$ cat src/rtl/axppa_adder_arbiter_if.sv
// Request/response bundle between NREQ accelerator lanes and the shared adder arbiter.
// master = lanes/consumer side, slave = arbiter side.
interface axppa_adder_arbiter_if #(
    parameter int WIDTH = 16,
    parameter int NREQ  = 4,
    parameter int IDW   = 2
);
    logic [NREQ-1:0]       req_valid;
    logic [NREQ*WIDTH-1:0] req_a;
    logic [NREQ*WIDTH-1:0] req_b;
    logic [NREQ-1:0]       req_cin;
    logic [NREQ-1:0]       req_ready;
    logic                  rsp_valid;
    logic [IDW-1:0]        rsp_id;
    logic [WIDTH-1:0]      rsp_sum;
    logic                  rsp_cout;
    logic                  rsp_ready;
    logic                  err_clear;
    logic                  err_flag;
    logic [15:0]           err_count;

    modport master (
        output req_valid, req_a, req_b, req_cin, rsp_ready, err_clear,
        input  req_ready, rsp_valid, rsp_id, rsp_sum, rsp_cout, err_flag, err_count
    );

    modport slave (
        input  req_valid, req_a, req_b, req_cin, rsp_ready, err_clear,
        output req_ready, rsp_valid, rsp_id, rsp_sum, rsp_cout, err_flag, err_count
    );
endinterface

$ cat src/rtl/axppa_adder_arbiter.sv
// Round-robin arbiter sharing one approximate Sklansky adder (K=8) among NREQ lanes; AXPPA_ERR_MON_EN adds an exact-sum error monitor.
// Latency: request handshake in cycle N gives rsp_valid in N+2; one op in flight, one op per 3 cycles.
// Backpressure: rsp_* hold while rsp_ready is low; req_ready stays low until the response is taken.

// Approximate adder: each K-bit segment is an exact Sklansky prefix adder; the carry into a segment
// is speculated from the previous segment's own generate, ignoring that segment's incoming carry.
// Purely combinational, no backpressure.
module axppa_sklansky_approx #(
    parameter int WIDTH = 16,
    parameter int K     = 8
) (
    input  logic [WIDTH-1:0] a,
    input  logic [WIDTH-1:0] b,
    input  logic             cin,
    output logic [WIDTH-1:0] sum,
    output logic             cout
);
    localparam int NSEG = WIDTH / K;
    localparam int LOGK = $clog2(K);

    // Returns group generates G[i:0] for every bit i.
    function automatic logic [K-1:0] sklansky(input logic [K-1:0] g_in, input logic [K-1:0] p_in);
        logic [K-1:0] g;
        logic [K-1:0] p;
        int           j;
        g = g_in;
        p = p_in;
        for (int l = 0; l < LOGK; l++) begin
            for (int i = 0; i < K; i++) begin
                if (((i >> l) & 1) == 1) begin
                    j    = ((i >> (l + 1)) << (l + 1)) + (1 << l) - 1;
                    g[i] = g[i] | (p[i] & g[j]);
                    p[i] = p[i] & p[j];
                end
            end
        end
        return g;
    endfunction

    logic [K-1:0] seg_a, seg_b, seg_p, seg_g, seg_gc, seg_c;
    logic         seg_ci;

    always_comb begin
        sum    = '0;
        cout   = 1'b0;
        seg_ci = cin;
        seg_a  = '0;
        seg_b  = '0;
        seg_p  = '0;
        seg_g  = '0;
        seg_gc = '0;
        seg_c  = '0;
        for (int s = 0; s < NSEG; s++) begin
            seg_a     = a[s*K +: K];
            seg_b     = b[s*K +: K];
            seg_p     = seg_a ^ seg_b;
            seg_g     = seg_a & seg_b;
            seg_gc    = seg_g;
            seg_gc[0] = seg_g[0] | (seg_p[0] & seg_ci);
            seg_c     = sklansky(seg_gc, seg_p);
            sum[s*K +: K] = seg_p ^ {seg_c[K-2:0], seg_ci};
            cout      = seg_c[K-1];
            seg_ci    = 1'(sklansky(seg_g, seg_p) >> (K - 1));
        end
    end
endmodule

module axppa_adder_arbiter #(
    parameter int WIDTH = 16,
    parameter int NREQ  = 4,
    parameter int IDW   = 2
) (
    input  logic                  clk,
    input  logic                  rst_n,
    axppa_adder_arbiter_if.slave  bus
);
    typedef enum logic [1:0] {S_IDLE, S_COMPUTE, S_RESP} state_t;

    state_t           state, state_nxt;
    logic [IDW-1:0]   rr_ptr;
    logic [IDW-1:0]   winner;
    logic             found;
    int               scan_idx;
    logic             hs;

    logic [WIDTH-1:0] op_a, op_b;
    logic             op_cin;
    logic [IDW-1:0]   op_id;

    logic             rsp_valid_q;
    logic [IDW-1:0]   rsp_id_q;
    logic [WIDTH-1:0] rsp_sum_q;
    logic             rsp_cout_q;

    logic [WIDTH-1:0] add_sum;
    logic             add_cout;

    // The adder only ever sees registered operands, so lane inputs never reach its carry tree.
    axppa_sklansky_approx #(.WIDTH(WIDTH), .K(8)) u_add (
        .a    (op_a),
        .b    (op_b),
        .cin  (op_cin),
        .sum  (add_sum),
        .cout (add_cout)
    );

    always_comb begin
        found    = 1'b0;
        winner   = '0;
        scan_idx = 0;
        for (int k = 0; k < NREQ; k++) begin
            scan_idx = int'(rr_ptr) + k;
            if (scan_idx >= NREQ) scan_idx = scan_idx - NREQ;
            if (!found && bus.req_valid[scan_idx]) begin
                found  = 1'b1;
                winner = IDW'(scan_idx);
            end
        end
    end

    assign hs = (state == S_IDLE) && found;

    always_ff @(posedge clk or negedge rst_n) begin
        if (!rst_n) state <= S_IDLE;
        else        state <= state_nxt;
    end

    always_comb begin
        state_nxt = state;
        case (state)
            S_IDLE:    if (found) state_nxt = S_COMPUTE;
            S_COMPUTE: state_nxt = S_RESP;
            S_RESP:    if (bus.rsp_ready) state_nxt = S_IDLE;
            default:   state_nxt = S_IDLE;
        endcase
    end

    // Grant is gated by rst_n so req_ready reads zero during reset even with requests pending.
    always_comb begin
        bus.req_ready = '0;
        if (rst_n && state == S_IDLE && found) bus.req_ready[winner] = 1'b1;
    end

    always_ff @(posedge clk or negedge rst_n) begin
        if (!rst_n) begin
            rr_ptr      <= '0;
            op_a        <= '0;
            op_b        <= '0;
            op_cin      <= 1'b0;
            op_id       <= '0;
            rsp_valid_q <= 1'b0;
            rsp_id_q    <= '0;
            rsp_sum_q   <= '0;
            rsp_cout_q  <= 1'b0;
        end else begin
            if (hs) begin
                op_a   <= bus.req_a[winner*WIDTH +: WIDTH];
                op_b   <= bus.req_b[winner*WIDTH +: WIDTH];
                op_cin <= bus.req_cin[winner];
                op_id  <= winner;
                rr_ptr <= (winner == IDW'(NREQ - 1)) ? '0 : winner + IDW'(1);
            end
            if (state == S_COMPUTE) begin
                rsp_valid_q <= 1'b1;
                rsp_id_q    <= op_id;
                rsp_sum_q   <= add_sum;
                rsp_cout_q  <= add_cout;
            end else if (state == S_RESP && bus.rsp_ready) begin
                rsp_valid_q <= 1'b0;
            end
        end
    end

    assign bus.rsp_valid = rsp_valid_q;
    assign bus.rsp_id    = rsp_id_q;
    assign bus.rsp_sum   = rsp_sum_q;
    assign bus.rsp_cout  = rsp_cout_q;

`ifdef AXPPA_ERR_MON_EN
    logic [WIDTH:0] exact_sum;
    logic           mismatch;
    logic           err_flag_q;
    logic [15:0]    err_count_q;

    assign exact_sum = {1'b0, op_a} + {1'b0, op_b} + {{WIDTH{1'b0}}, op_cin};
    assign mismatch  = exact_sum != {add_cout, add_sum};

    always_ff @(posedge clk or negedge rst_n) begin
        if (!rst_n) begin
            err_flag_q  <= 1'b0;
            err_count_q <= '0;
        end else begin
            if (state == S_COMPUTE) err_flag_q <= mismatch;
            // A clear in the same cycle as a new mismatch takes priority.
            if (bus.err_clear)
                err_count_q <= '0;
            else if (state == S_COMPUTE && mismatch && err_count_q != 16'hFFFF)
                err_count_q <= err_count_q + 16'd1;
        end
    end

    assign bus.err_flag  = err_flag_q;
    assign bus.err_count = err_count_q;
`else
    logic unused_err_clear;
    assign unused_err_clear = bus.err_clear;
    assign bus.err_flag     = 1'b0;
    assign bus.err_count    = '0;
`endif
endmodule
$ cat src/flat_wrapper.sv
// flat-port wrapper written by rule: the top's interface ports become plain ports
module axppa_adder_arbiter_flat 
#(
    parameter int WIDTH = 16,
    parameter int NREQ  = 4,
    parameter int IDW   = 2
)
  (clk, rst_n, bus_req_valid, bus_req_a, bus_req_b, bus_req_cin, bus_rsp_ready, bus_err_clear, bus_req_ready, bus_rsp_valid, bus_rsp_id, bus_rsp_sum, bus_rsp_cout, bus_err_flag, bus_err_count);
  axppa_adder_arbiter_if #(.WIDTH(WIDTH), .NREQ(NREQ), .IDW(IDW)) bus_i ();
  input  logic clk;
  input  logic rst_n;
  input wire logic [$bits(bus_i.req_valid)-1:0] bus_req_valid;
  input wire logic [$bits(bus_i.req_a)-1:0] bus_req_a;
  input wire logic [$bits(bus_i.req_b)-1:0] bus_req_b;
  input wire logic [$bits(bus_i.req_cin)-1:0] bus_req_cin;
  input wire logic [$bits(bus_i.rsp_ready)-1:0] bus_rsp_ready;
  input wire logic [$bits(bus_i.err_clear)-1:0] bus_err_clear;
  output wire logic [$bits(bus_i.req_ready)-1:0] bus_req_ready;
  output wire logic [$bits(bus_i.rsp_valid)-1:0] bus_rsp_valid;
  output wire logic [$bits(bus_i.rsp_id)-1:0] bus_rsp_id;
  output wire logic [$bits(bus_i.rsp_sum)-1:0] bus_rsp_sum;
  output wire logic [$bits(bus_i.rsp_cout)-1:0] bus_rsp_cout;
  output wire logic [$bits(bus_i.err_flag)-1:0] bus_err_flag;
  output wire logic [$bits(bus_i.err_count)-1:0] bus_err_count;
  assign bus_i.req_valid = bus_req_valid;
  assign bus_i.req_a = bus_req_a;
  assign bus_i.req_b = bus_req_b;
  assign bus_i.req_cin = bus_req_cin;
  assign bus_i.rsp_ready = bus_rsp_ready;
  assign bus_i.err_clear = bus_err_clear;
  assign bus_req_ready = bus_i.req_ready;
  assign bus_rsp_valid = bus_i.rsp_valid;
  assign bus_rsp_id = bus_i.rsp_id;
  assign bus_rsp_sum = bus_i.rsp_sum;
  assign bus_rsp_cout = bus_i.rsp_cout;
  assign bus_err_flag = bus_i.err_flag;
  assign bus_err_count = bus_i.err_count;
  axppa_adder_arbiter #(.WIDTH(WIDTH), .NREQ(NREQ), .IDW(IDW)) u_core (.clk(clk), .rst_n(rst_n), .bus(bus_i));
endmodule
$ cat config.mk
export PLATFORM = sky130hd
export DESIGN_NAME = axppa_adder_arbiter_flat
export DESIGN_NICKNAME = d
export VERILOG_FILES = /design/src/rtl/axppa_adder_arbiter_if.sv /design/src/rtl/axppa_adder_arbiter.sv /design/src/flat_wrapper.sv
export SDC_FILE = /design/constraint.sdc
export NUM_CORES = 1
export LEC_CHECK = 0
export BUFFER_PORTS_ARGS = -buffer_cell sky130_fd_sc_hd__buf_2
export CORE_MARGIN = 10
export CORE_UTILIZATION = 49
export CTS_BUF_LIST = sky130_fd_sc_hd__clkbuf_16
export DETAILED_ROUTE_END_ITERATION = 8
export GPL_TIMING_DRIVEN = 0
export PLACE_DENSITY = 0.82
export SYNTH_ARGS = -nofsm -noshare
export SYNTH_HDL_FRONTEND = slang
export SYNTH_SLANG_ARGS = --single-unit
export TNS_END_PERCENT = 20
$ cat constraint.sdc
create_clock -name clk -period 3.7 [get_ports clk]
set_clock_uncertainty 0.15 [all_clocks]
set_input_delay 0.37 -clock clk [delete_from_list [all_inputs] [get_ports clk]]
set_output_delay 0.37 -clock clk [all_outputs]
set_load 0.05 [all_outputs]
# Yosys cells after proc, flatten, opt, wreduce, memory -nomap -nowiden
# Index checks and enable logic that the tools add are counted.
[classes]
addsub = 8
multipliers = 0
div_mod_pow = 0
magnitude_cmp = 10
n_eq_ne = 5
shift = 2
mux = 35
n_bitwise = 72
reduce_logical = 14
[ops]
columns = ["cell", "n"]
rows = [
  ["$lt 32x4->1 const B", 4],
  ["$mux 32", 4],
  ["$shiftx 64x7->16", 2],
  ["$ge 32x4->1 const B", 3],
  ["$sub 32x4->32 const B", 3],
  ["$and 1x1->1", 38],
  ["$xor 8x8->8", 4],
  ["$or 1x1->1", 28],
  ["$and 8x8->8", 2],
  ["$mux 1", 16],
  ["$mux 2", 7],
  ["$bmux 1 s2", 5],
  ["$logic_and 1x1->1", 8],
  ["$add 2x2->3 const B", 2],
  ["$pmux 2 s3", 1],
  ["$eq 2x2->1 const B", 2],
  ["$mux 4", 1],
  ["$sub 2x3->4 const B", 1],
  ["$add 2x1->3 const B", 1],
  ["$ge 2x3->1 const B", 1],
  ["$logic_not 1->1", 3],
  ["$lt 2x3->1 const B", 1],
  ["$add 2x1->2 const B", 1],
  ["$demux 1 s2", 1],
  ["other kinds (7)", 7],
]
[word_totals]
ff_bits = 59
latchBits = 0
ram_bits = 0
mem_bits_ro = 0
inputBits = 140
out_inout_bits = 41
wordCells = 156
n_memories = 0

# Logic depth before layout (Yosys ltp)
# Gate-level depths: netlist (run 1).
[depth]
ltp_word = 20
mapped_depth = 13

# Cells and area by module
# A second synthesis (run 1) with hierarchy kept.
[hier_totals]
cells_unflattened = 383
hier_area_um2 = 4161.5
[modules_own_cells]
columns = ["mod", "n_inst", "cells_per_inst", "area_per_inst_um2", "seq_area_each_um2"]
rows = [
  ["axppa_adder_arbiter", 1, 303, 3464.6, 1476.4],
  ["axppa_sklansky_approx", 1, 80, 696.9, 0.0],
]

# Least setup slack after synthesis (run 1)
# No wires, ideal clock.
[synth_path]
path_kind = "reg-to-reg"
startpoint = "reg u_core.op_b[3]"
endpoint = "reg u_core.rsp_sum_q[12] (netlist: u_core.bus.rsp_sum[12])"
setup_time_ps = 128
arrival_time_ps = 3058
required_ps = 3422
path_slack_ps = 364
path_stages_with_launch = 13
n_path_buf = 0
period_less_slack_ps = 3336
path_cell_list = "dfrtp_1 ha_1 a21oi_1 o21ai_0 a21o_1 a21oi_1 o21ai_0 fa_1 fa_1 a21oi_1 o21bai_1 fa_1 mux2_1"
[synth_via]
elab_chain_len = 13
word_cells_on_any_way = 16
cone_classes = "bitwise: 16"
[synth_rtl]
columns = ["item", "line_no", "rtl"]
rows = [
  ["from (decl)", "axppa_adder_arbiter.sv:86", "logic [WIDTH-1:0] op_a, op_b;"],
  ["from (signal assigned)", "axppa_adder_arbiter.sv:158", "op_b <= bus.req_b[winner*WIDTH +: WIDTH];"],
  ["$xor 8x8->8", "axppa_adder_arbiter.sv:56", "seg_p = seg_a ^ seg_b;"],
  ["$and 1x1->1 (on tied branches)", "axppa_adder_arbiter.sv:32, axppa_adder_arbiter.sv:33", ""],
  ["$or 1x1->1 / $and 1x1->1 (equally long branches)", "axppa_adder_arbiter.sv:32", "g[i] = g[i] | (p[i] & g[j]);"],
  ["$or 1x1->1 *", "axppa_adder_arbiter.sv:32", ""],
  ["$and 1x1->1 *", "axppa_adder_arbiter.sv:32", ""],
  ["$or 1x1->1 *", "axppa_adder_arbiter.sv:32", ""],
  ["$and 1x1->1 *", "axppa_adder_arbiter.sv:59", "seg_gc[0] = seg_g[0] | (seg_p[0] & seg_ci);"],
  ["$or 1x1->1 *", "axppa_adder_arbiter.sv:59", ""],
  ["$and 1x1->1 *", "axppa_adder_arbiter.sv:32", ""],
  ["$or 1x1->1 *", "axppa_adder_arbiter.sv:32", ""],
  ["$and 1x1->1 *", "axppa_adder_arbiter.sv:32", ""],
  ["$or 1x1->1 *", "axppa_adder_arbiter.sv:32", ""],
  ["$xor 8x8->8 *", "axppa_adder_arbiter.sv:61", "sum[s*K +: K] = seg_p ^ {seg_c[K-2:0], seg_ci};"],
  ["via u_core.add_sum[12]", "axppa_adder_arbiter.sv:95", "logic [WIDTH-1:0] add_sum;"],
  ["to (signal assigned)", "axppa_adder_arbiter.sv:166", "rsp_sum_q <= add_sum;"],
  ["to (decl)", "axppa_adder_arbiter.sv:92", "logic [WIDTH-1:0] rsp_sum_q;"],
]
# Mark *: on every way through the listed nets, which the timed path passes. The rest lies on a longest branch.
# A chain may end at the register's enable or synchronous reset.

# Worst setup path in the final report (run 1)
[layout_path]
startpoint = "reg u_core.op_b[1]"
endpoint = "reg u_core.rsp_sum_q[12] (netlist: u_core.bus.rsp_sum[12])"
[layout_via]
elab_chain_len = 14
word_cells_on_any_way = 15
cone_classes = "bitwise: 15"
[layout_rtl]
columns = ["item", "line_no"]
rows = [
  ["$xor 8x8->8", "axppa_adder_arbiter.sv:56"],
  ["$and 1x1->1", "axppa_adder_arbiter.sv:32"],
  ["$or 1x1->1 *", "axppa_adder_arbiter.sv:32"],
  ["$and 1x1->1 *", "axppa_adder_arbiter.sv:32"],
  ["$or 1x1->1 *", "axppa_adder_arbiter.sv:32"],
  ["$and 1x1->1 *", "axppa_adder_arbiter.sv:32"],
  ["$or 1x1->1 *", "axppa_adder_arbiter.sv:32"],
  ["$and 1x1->1 *", "axppa_adder_arbiter.sv:59"],
  ["$or 1x1->1 *", "axppa_adder_arbiter.sv:59"],
  ["$and 1x1->1 *", "axppa_adder_arbiter.sv:32"],
  ["$or 1x1->1 *", "axppa_adder_arbiter.sv:32"],
  ["$and 1x1->1 *", "axppa_adder_arbiter.sv:32"],
  ["$or 1x1->1 *", "axppa_adder_arbiter.sv:32"],
  ["$xor 8x8->8 *", "axppa_adder_arbiter.sv:61"],
  ["via u_core.add_sum[12]", "axppa_adder_arbiter.sv:95"],
]
# Marked as above.

==> summary.md, run 1 <==
| Metric | Value |
|---|---|
| CP Capture Type | `flop` |
| Share of power burned in registers | `24.1%` |
| Detailed Route WL | `14200 µm` |
| Setup ws final | `approximately 0.14 ns` |
| Layout cells sized above 1 | `34.6%` |
| Final min period | `~3.6 ns` |
| Placer Congestion | `0.889` |
| Cts hold-fix bufs | `0` |
| Crit-path leading delay family | `adder cells` |
| Global router's overall resource usage | `21.0%` |
| Async set or reset register ratio after synthesis | `between 90% and 100%` |
| Io pins | `about 180` |
| Synth warn | `0` |
| VDD IR max | `approximately 0.48 mV` |
| PnR Total Power | `5.22 mW` |
| Crit share post-route | `96.1%` |
| TNS Setup | `0 ns` |
| CP Class | `flop to flop` |
| Fill cells | `692` |
| Synth-to-Final Area Change | `31.8%` |
| Slew margin rel. | `approximately half` |
| Crit-path slowest cell | `fa_1` |
| EDFF count, synth | `0` |
| Avg WL per Cell | `18.6 µm` |
| Skew-Pair Late Insertion Delay | `0.33 ns` |
| Avg Inst Size Synth | `roughly 9.2 µm²` |
| Max-Cap Viols | `0` |
| ANT cells | `0` |
| Initial DRC count | `~330` |
| Mapped Cells | `462` |
| Initial antenna violation count | `0` |
| Die Height | `113 µm` |
| Total grt overflow | `0` |
| Area post-placement | `0.00525 mm²` |
| Outcome | `finished, violations left` |
| Vias in the first global route | `4636` |
| Starting Density | `50.9%` |
| First-pass GRT wire length | `22100 µm` |
| Number of endpoints failing setup at the final stage | `0` |
| Switching Fraction | `approximately 48%` |
| Tightest Hold Check Type | `input pin to async pin` |
| Max-slew violations | `0` |
| Pre-antenna DRT Iters | `4` |
| Via density | `5.54` |
| Worst EP required | `around 3.8 ns` |
| Largest net degree at the start of global routing | `64` |
| Clock tree buffer depth | `2` |
| CP startpoint kind | `flop` |
| Slowest stage delay, CP | `0.44 ns` |
| Clock network fraction of total power | `16.7%` |
| TritonCTS Buffers | `9` |
| Reg clk slew, reported paths | `0.05 ns` |
| CTS tree | `built` |
| Fmax | `~280 MHz` |
| Core box area | `0.00834 mm²` |
| DRC | `0` |
| CP Max Fanout | `3` |
| CP Buf/Inv Count | `0` |
| Flops & latches, synth | `59` |
| Synthesized area | `0.00425 mm²` |
| Post-Place Worst Slack | `0.0639 ns` |
| Final net count | `818` |
| P_leak | `2.86 nW` |
| CTS root buffer | `clkbuf_16` |
| Failing checks | `hold timing` |
| Yosys cell types | `37` |
| Port bufs | `between 150 and 200` |
| Die area | `0.0128 mm²` |
| RSZ-0062 raised after global routing | `false` |
| Sequential cell area fraction in the yosys report | `34.7%` |
| DP Cell Count | `roughly 750` |
| Detail Route Antenna Nets | `0` |
| NetSw | `2.50 mW` |
| HPWL reported at the end of detailed placement | `between 10000 and 15000 µm` |
| Htree depth | `3` |
| Internal | `roughly 2.7 mW` |
| Critical Path, Cell by Cell | `ha_1, a21oi_1, o21ai_0, a21o_1, a21oi_1, o21ai_1, fa_2, fa_2, a21oi_4, o21bai_1, fa_1, mux2_1` |
| PD cells | `932 mW/mm²` |
| Worst-margin pin slew | `0.773 ns` |
| Via count | `4222` |
| Critical Path AT | `roughly 3.6 ns` |
| Chip width | `roughly 110 µm` |
| Row Count | `33` |
| Comb power frac | `59.2%` |
| Clock Sinks | `slightly below 60` |
| Finished Cell Area | `about 0.0056 mm²` |
| Final Hold Viols | `43` |
| Top_reg_cell synth | `dfrtp_1` |
| Post-Layout Cell Count | `around 760` |
| Hold Slack | `-0.0440 ns` |
[final timing paths]
check | start | endpoint | slack, ns | cells past startpoint
min | rst_n | u_core.op_b[2] | -0.04 | 1
max | u_core.op_b[1] | u_core.bus.rsp_sum[12] | 0.14 | 12
max in group asynchronous | rst_n | u_core.op_b[1] | 2.91 | 1
max reg2reg | u_core.op_b[1] | u_core.bus.rsp_sum[12] | 0.14 | 12
min reg2reg | u_core.op_id[1] | u_core.op_id[1] | 0.33 | 2
min in group clk | bus_rsp_ready | u_core.state[1] | 0.15 | 4
[power by group through the flow]
stage	Clock [mW]	Sequential [mW]	Combinational, mW
4_1_cts	0.873	1.25	3.02
5_1_grt	0.903	1.29	3.39
3_3_place_gp	0	1.23	2.89
2_1_floorplan	0	1.54	1.85
3_5_place_dp	0	1.25	2.99
6_report	0.872	1.26	3.09
[registers in the layout (all words and copies together), names as in the netlist]
name / count
u_core.op_b: 16
u_core.op_cin: 1
u_core.bus.rsp_cout: 1
u_core.state: 2
u_core.bus.rsp_sum: 16
u_core.rr_ptr: 2
u_core.bus.rsp_id: 2
u_core.op_a: 16
u_core.op_id: 2
u_core.bus.rsp_valid: 1
[cells by family (layout without fill, tap and decap cells)]
kind of cell               after synthesis  after routing  share of synthesized area [%]
buffers and inverters                   69            248                           9.22
AOI/OAI and AO/OA                      143            143                           23.5
and+or+nand+nor                        115            115                           11.9
muxes                                   41             41                           9.86
adders and majority gates               26             26                           9.07
DFF                                     59             59                           34.7
other                                    1             17                         0.0883
xor gates and xnor gates                 8              8                           1.65
[what timing repair did]
item | 4_1_cts | 5_1_grt
buffers inserted | 0 | 1
endpoints found under the setup margin | 0 | 4
resized for setup | 0 | 7
[per-stage QoR]
stage | utilization [%] | hold slack (ns)
after global placement | 63.0 | 0.309
final | 67.1 | -0.0440
after CTS | 66.7 | 0.152
after floorplan | - | -0.0756
after global routing | 67.1 | 0.0236
after detailed placement | 63.0 | 0.323
[cell type report]
| type | count | area [µm²] | area share (%) |
|---|---|---|---|
| plain buffers | 51 | 319 | 5.70 |
| multi-input cells | 350 | 2470 | 44.1 |
| clock buffers | 9 | 225 | 4.02 |
| clock inverters | 7 | 83.8 | 1.50 |
| flip-flops and latches | 59 | 1480 | 26.4 |
| inverters | 18 | 72.6 | 1.30 |
| repair buffers | 163 | 821 | 14.7 |
| well taps | 105 | 131 | 2.35 |
[cell usage after synthesis, types with 2 or more instances]
cell type	instances	area, µm²
fa_1	8	160
clkbuf_2	5	25.0
nor3_1	3	15.0
ha_1	18	225
o211ai_1	3	22.5
xnor2_1	2	17.5
xor2_1	6	52.6
a21o_1	35	263
buf_8	3	45.0
and3_1	4	25.0
mux2_1	4	45.0
nor2_1	9	33.8
a21oi_1	13	65.1
nand2b_1	3	18.8
buf_2	10	50.1
mux2i_1	34	340
inv_1	17	63.8
o221ai_1	33	289
buf_4	20	150
mux2_2	3	33.8
nand3_1	33	165
dfrtp_1	59	1480
nand2_1	61	229
a211o_1	2	17.5
clkbuf_1	13	48.8
o21ai_0	50	250
[layout by cell type, fill, tap and decap left out, types with 2 or more instances in the layout]
cell type and count:
ha_1 17, nand2_1 61, a21oi_1 12, o211ai_1 3
and3_1 4, clkbuf_1 13, fa_2 2, nand3_1 33
inv_1 18, nor3_1 3, o21ai_0 49, mux2i_1 34
a211o_1 2, mux2_1 4, mux2_2 3, dfrtp_1 58
a21o_1 35, bufinv_16 2, nand2b_1 3, buf_2 171
fa_1 6, clkbuf_2 5, clkbuf_16 9, xor2_1 6
conb_1 17, buf_8 3, xnor2_1 2, o221ai_1 33
buf_4 22, nor2_1 9, clkinv_1 2
[routing by layer]
metal / vias up / share of wire (%) / global-route usage, %
li1: 2020 / - / -
met1: 1999 / 40 / 24.2
met2: 181 / 51 / 36.7
met4: 0 / 2.1 / 6.77
met3: 22 / 7.0 / 6.13
met5: - / 0 / 0
Power figures use the tool's default switching activity.
==> run 2, diff against run 1 <==
--- a/config.mk
+++ b/config.mk
@@ -6,12 +6,14 @@
 export NUM_CORES = 1
 export LEC_CHECK = 0
 export BUFFER_PORTS_ARGS = -buffer_cell sky130_fd_sc_hd__buf_2
+export CAP_MARGIN = 20
+export CORE_ASPECT_RATIO = 1.25
 export CORE_MARGIN = 10
-export CORE_UTILIZATION = 49
+export CORE_UTILIZATION = 38
 export CTS_BUF_LIST = sky130_fd_sc_hd__clkbuf_16
 export DETAILED_ROUTE_END_ITERATION = 8
 export GPL_TIMING_DRIVEN = 0
-export PLACE_DENSITY = 0.82
+export PLACE_DENSITY = 0.66
 export SYNTH_ARGS = -nofsm -noshare
 export SYNTH_HDL_FRONTEND = slang
 export SYNTH_SLANG_ARGS = --single-unit
==> summary.md, run 2 (synthesized netlist as in run 1, its figures left out) <==
| Metric | Value |
|---|---|
| Outcome | `finished, final reports clean` |
| Row Count | `between 40 and 50` |
| Fmax | `287 MHz` |
| CP Class | `flop to flop` |
| Reg clk slew, reported paths | `0.05 ns` |
| Slew margin rel. | `54.3%` |
| Slowest stage delay, CP | `0.43 ns` |
| Die area | `0.0158 mm²` |
| Initial antenna violation count | `0` |
| VDD IR max | `0.317 mV` |
| Detail Route Antenna Nets | `0` |
| Final min period | `about 3.5 ns` |
| HPWL reported at the end of detailed placement | `11800 µm` |
| Via density | `approximately 5.3` |
| Max-slew violations | `0` |
| R2R setup slack | `0.22 ns` |
| Utilization after layout | `just over 50%` |
| Max-Cap Viols | `0` |
| P_leak | `2.86 nW` |
| TNS Setup | `0 ns` |
| ANT cells | `0` |
| Starting Density | `38.5%` |
| Worst-margin pin slew | `0.686 ns` |
| Critical Path AT | `~3.5 ns` |
| Htree depth | `3` |
| Final Hold Viols | `0` |
| Avg WL per Cell | `18.2 µm` |
| CP Capture Type | `flop` |
| Placer Congestion | `0.848` |
| PD cells | `about 900 mW/mm²` |
| Commonest non-fill, non-tap cell in the layout | `buf_2` |
| CTS tree | `built` |
| Final net count | `820` |
| TritonCTS Buffers | `9` |
| Crit share post-route | `between 90% and 100%` |
| Global router's overall resource usage | `between 10% and 20%` |
| CP Max Fanout | `3` |
| DP Cell Count | `776` |
| Skew-Pair Late Insertion Delay | `approximately 0.33 ns` |
| Largest net degree at the start of global routing | `35` |
| CTS root buffer | `clkbuf_16` |
| Fill cells | `about 1100` |
| Post-Layout Cell Count | `around 800` |
| Core box area | `0.0110 mm²` |
| Clock Sinks | `59` |
| Layout cells sized above 1 | `about a third` |
| Pre-antenna DRT Iters | `5` |
| Crit-path slowest cell | `fa_1` |
| Clock tree buffer depth | `2` |
| Via count | `about 4200` |
| First-pass GRT wire length | `roughly 23000 µm` |
| Detailed Route WL | `14400 µm` |
| Most frequent cells in the layout | `buf_2, nand2_1, dfrtp_1` |
| DRC | `0` |
| Vias in the first global route | `4635` |
| Total grt overflow | `0` |
| Number of endpoints failing setup at the final stage | `0` |
| Die Height | `138 µm` |
| Initial DRC count | `207` |
| Chip width | `around 110 µm` |
| Port bufs | `162` |
| Worst EP required | `between 3 and 4 ns` |
| Io pins | `181` |
| Tightest Hold Check Type | `input pin to flop` |
| Critical Path, Cell by Cell | `ha_1, a21oi_1, o21ai_0, a21o_1, a21oi_1, o21ai_0, fa_1, fa_2, a21oi_2, o21bai_1, fa_1, mux2_1` |
| Synth-to-Final Area Change | `32.3%` |
| CP startpoint kind | `flop` |
-- run 2: final cells by class --
type / count / area (µm²) / share of cell area (%)
plain buffers: 51 / 319 / 5.68
clock buffers: 9 / 225 / 4.01
flip-flops and latches: 59 / 1480 / 26.3
inverters: 18 / 72.6 / 1.29
repair buffers: 165 / 848 / 15.1
well taps: 135 / 169 / 3.01
multi-input cells: 350 / 2450 / 43.6
clock inverters: 7 / 60.1 / 1.07
-- run 2: critical path: cells and delay by family (launching register included) --
family | cells | cell delay (ns)
AO/OA/AOI/OAI | 7 | 0.98
adder cells (fa/ha/maj) | 4 | 1.52
flip-flops | 1 | 0.42
multiplexers | 1 | 0.29
-- run 2: layer usage --
metal | global-route usage, % | vias to the layer above | wire length [µm]
met5 | 0 | - | 0
met4 | 7.01 | 0 | 365
met3 | 3.98 | 27 | 816
met2 | 31.4 | 134 | 7580
met1 | 20.6 | 1998 | 5670
li1 | - | 2017 | -
-- run 2: path summary, 6_finish.rpt --
kind / start / endpoint / cells past startpoint
min in group asynchronous: rst_n / u_core.op_a[8] / 2
max reg2reg: u_core.op_b[1] / u_core.bus.rsp_sum[12] / 12
min: bus_rsp_ready / u_core.state[1] / 4
min reg2reg: u_core.op_id[0] / u_core.op_id[0] / 2
max in group asynchronous: rst_n / u_core.op_b[13] / 3
max: u_core.op_b[1] / u_core.bus.rsp_sum[12] / 12
-- run 2: per-stage QoR --
stage                     setup WS [ns]  power [mW]  instance area (µm²)  hold WS (ns)
final                             0.221        5.06                 5620         0.171
after global routing           -0.00192        5.50                 5620         0.185
after CTS                        0.0598        5.06                 5600         0.167
after detailed placement         0.0885        4.25                 5310         0.291
after global placement            0.111        4.19                 5290         0.310
after floorplan                   0.364        3.39                 4310       -0.0756
-- run 2: repair_timing --
action	CTS	global route
hold endpoints to repair	25	0
gates resized for setup	0	3
hold buffers	1	0
setup endpoints to repair	0	3
setup buffers	0	1
-- run 2: power breakdown --
group / switching [mW] / leakage (nW) / internal (mW) / total (mW)
sequential: 0.257 / 0.725 / 0.981 / 1.24
clock: 0.284 / 0.144 / 0.511 / 0.795
combinational: 1.90 / 1.99 / 1.13 / 3.03
total: 2.44 / 2.86 / 2.62 / 5.06
==> run 3, diff against run 2 <==
--- a/config.mk
+++ b/config.mk
@@ -8,7 +8,7 @@
 export BUFFER_PORTS_ARGS = -buffer_cell sky130_fd_sc_hd__buf_2
 export CAP_MARGIN = 20
 export CORE_ASPECT_RATIO = 1.25
-export CORE_MARGIN = 10
+export CORE_MARGIN = 3
 export CORE_UTILIZATION = 38
 export CTS_BUF_LIST = sky130_fd_sc_hd__clkbuf_16
 export DETAILED_ROUTE_END_ITERATION = 8
==> summary.md, run 3 (synthesized netlist as in run 1, its figures left out) <==
| Metric | Value |
|---|---|
| CP startpoint kind | `flop` |
| Global router's overall resource usage | `21.4%` |
| ANT cells | `0` |
| DRC | `0` |
| Core box area | `0.0108 mm²` |
| CP Class | `flop to flop` |
| Initial antenna violation count | `0` |
| DP Cell Count | `773` |
| TritonCTS Buffers | `9` |
| Io pins | `roughly 180` |
| Placer Congestion | `a little over 0.8` |
| Max-Cap Viols | `0` |
| Die Height | `approximately 120 µm` |
| Vias in the first global route | `4350` |
| Port bufs | `around 160` |
| Slew margin rel. | `a little over 60%` |
| Top routing layer in use | `met4` |
| Commonest non-fill, non-tap cell in the layout | `buf_2` |
| Row Count | `42` |
| Synth-to-Final Area Change | `32.8%` |
| Final net count | `820` |
| CTS root buffer | `clkbuf_16` |
| Crit share post-route | `94.5%` |
| Worst-margin pin slew | `between 0.5 and 0.6 ns` |
| Layout cells sized above 1 | `approximately a third` |
| Clock tree buffer depth | `2` |
| TNS Setup | `0 ns` |
| Htree depth | `3` |
| HPWL reported at the end of detailed placement | `about 11000 µm` |
| Avg WL per Cell | `about 17 µm` |
| Total grt overflow | `0` |
| PnR Total Power | `5.15 mW` |
| Skew-Pair Late Insertion Delay | `0.33 ns` |
| CP Max Fanout | `3` |
| Outcome | `finished, final reports clean` |
| Detail Route Antenna Nets | `0` |
| Detailed Route WL | `13200 µm` |
| VDD IR max | `0.339 mV` |
| Post-Layout Cell Count | `791` |
| Met2 WL | `slightly below 7000 µm` |
| Chip width | `101 µm` |
| Via count | `4155` |
| Largest net degree at the start of global routing | `42` |
| Pre-antenna DRT Iters | `4` |
| Die area | `0.0125 mm²` |
| P_leak | `between 2 and 3 nW` |
| Tightest Hold Check Type | `input pin to flop` |
| Final Hold Viols | `0` |
| Clock Sinks | `59` |
| Via density | `5.25` |
| CTS tree | `built` |
| Final min period | `roughly 3.5 ns` |
| First-pass GRT wire length | `21100 µm` |
| Reg clk slew, reported paths | `0.05 ns` |
| Number of endpoints failing setup at the final stage | `0` |
| Starting Density | `between 30 and 40%` |
| Initial DRC count | `roughly 180` |
| Max-slew violations | `0` |
| Met3 WL | `630 µm` |
| CP Capture Type | `flop` |
| Most frequent cells in the layout | `buf_2, nand2_1, dfrtp_1` |
| Worst EP required | `3.76 ns` |
| Metal-1 WL | `5470 µm` |
| Critical Path AT | `3.55 ns` |
| Fmax | `286 MHz` |
| PD cells | `913 mW/mm²` |
-- run 3: changes by cell type in the layout (fill, tap and decap cells not counted), sizes merged --
cell	change
bufinv	+1
inv	+1
clkinv	-2
-- run 3: cell type report --
type                            count  area (µm²)
Buffer                             51         319
Clock buffer                        9         225
Clock inverter                      7        85.1
Fill cell                        1019        5130
Inverter                           18        72.6
Multi-Input combinational cell    350        2450
Sequential cell                    59        1480
Tap cell                          132         165
Timing Repair Buffer              165         848
-- run 3: path summary, 6_finish.rpt --
path	start	endpoint	cells past startpoint	slack (ns)
max reg2reg	u_core.op_b[1]	u_core.bus.rsp_sum[12]	12	0.21
max in group asynchronous	rst_n	u_core.op_a[3]	3	2.41
min	bus_rsp_ready	u_core.state[1]	4	0.16
min reg2reg	u_core.bus.rsp_sum[2]	u_core.bus.rsp_sum[2]	2	0.32
min in group asynchronous	rst_n	u_core.op_id[1]	2	0.40
max	u_core.op_b[1]	u_core.bus.rsp_sum[12]	12	0.21
-- run 3: layer usage --
metal	track usage, %	vias to the layer above
li1	-	2019
met1	27.0	1967
met2	36.4	139
met3	2.47	30
met4	9.12	0
met5	0	-
-- run 3: what timing repair did --
item,in CTS,in global routing
setup endpoints to repair,0,3
hold endpoints to repair,18,0
hold buffers,1,0
gates resized for setup,0,3
buffers inserted,0,1
-- run 3: per-stage QoR --
| step | util (%) | setup WS (ns) | cell area [µm²] | hold slack (ns) |
|---|---|---|---|---|
| 2_1_floorplan | - | 0.364 | 4310 | -0.0756 |
| 3_3_place_gp | 49.1 | 0.0962 | 5290 | 0.309 |
| 3_5_place_dp | 49.2 | 0.0683 | 5310 | 0.225 |
| 4_1_cts | 52.2 | 0.0475 | 5630 | 0.156 |
| 5_1_grt | 52.4 | -0.00704 | 5640 | 0.207 |
| 6_report | 52.4 | 0.205 | 5640 | 0.161 |
-- run 3: where the power goes --
part | internal, mW | switching (mW)
Clock | 0.581 | 0.284
Combinational | 1.14 | 1.91
Sequential | 0.981 | 0.259
-- run 3: worst max-delay path, stage by stage (launching register included) --
cell,delay [ns]
dfrtp_1,0.42
ha_1,0.31
a21oi_1,0.13
o21ai_0,0.11
a21o_1,0.20
a21oi_1,0.14
o21ai_0,0.13
fa_1,0.40
fa_2,0.37
a21oi_2,0.17
o21bai_1,0.09
fa_1,0.46
mux2_1,0.30
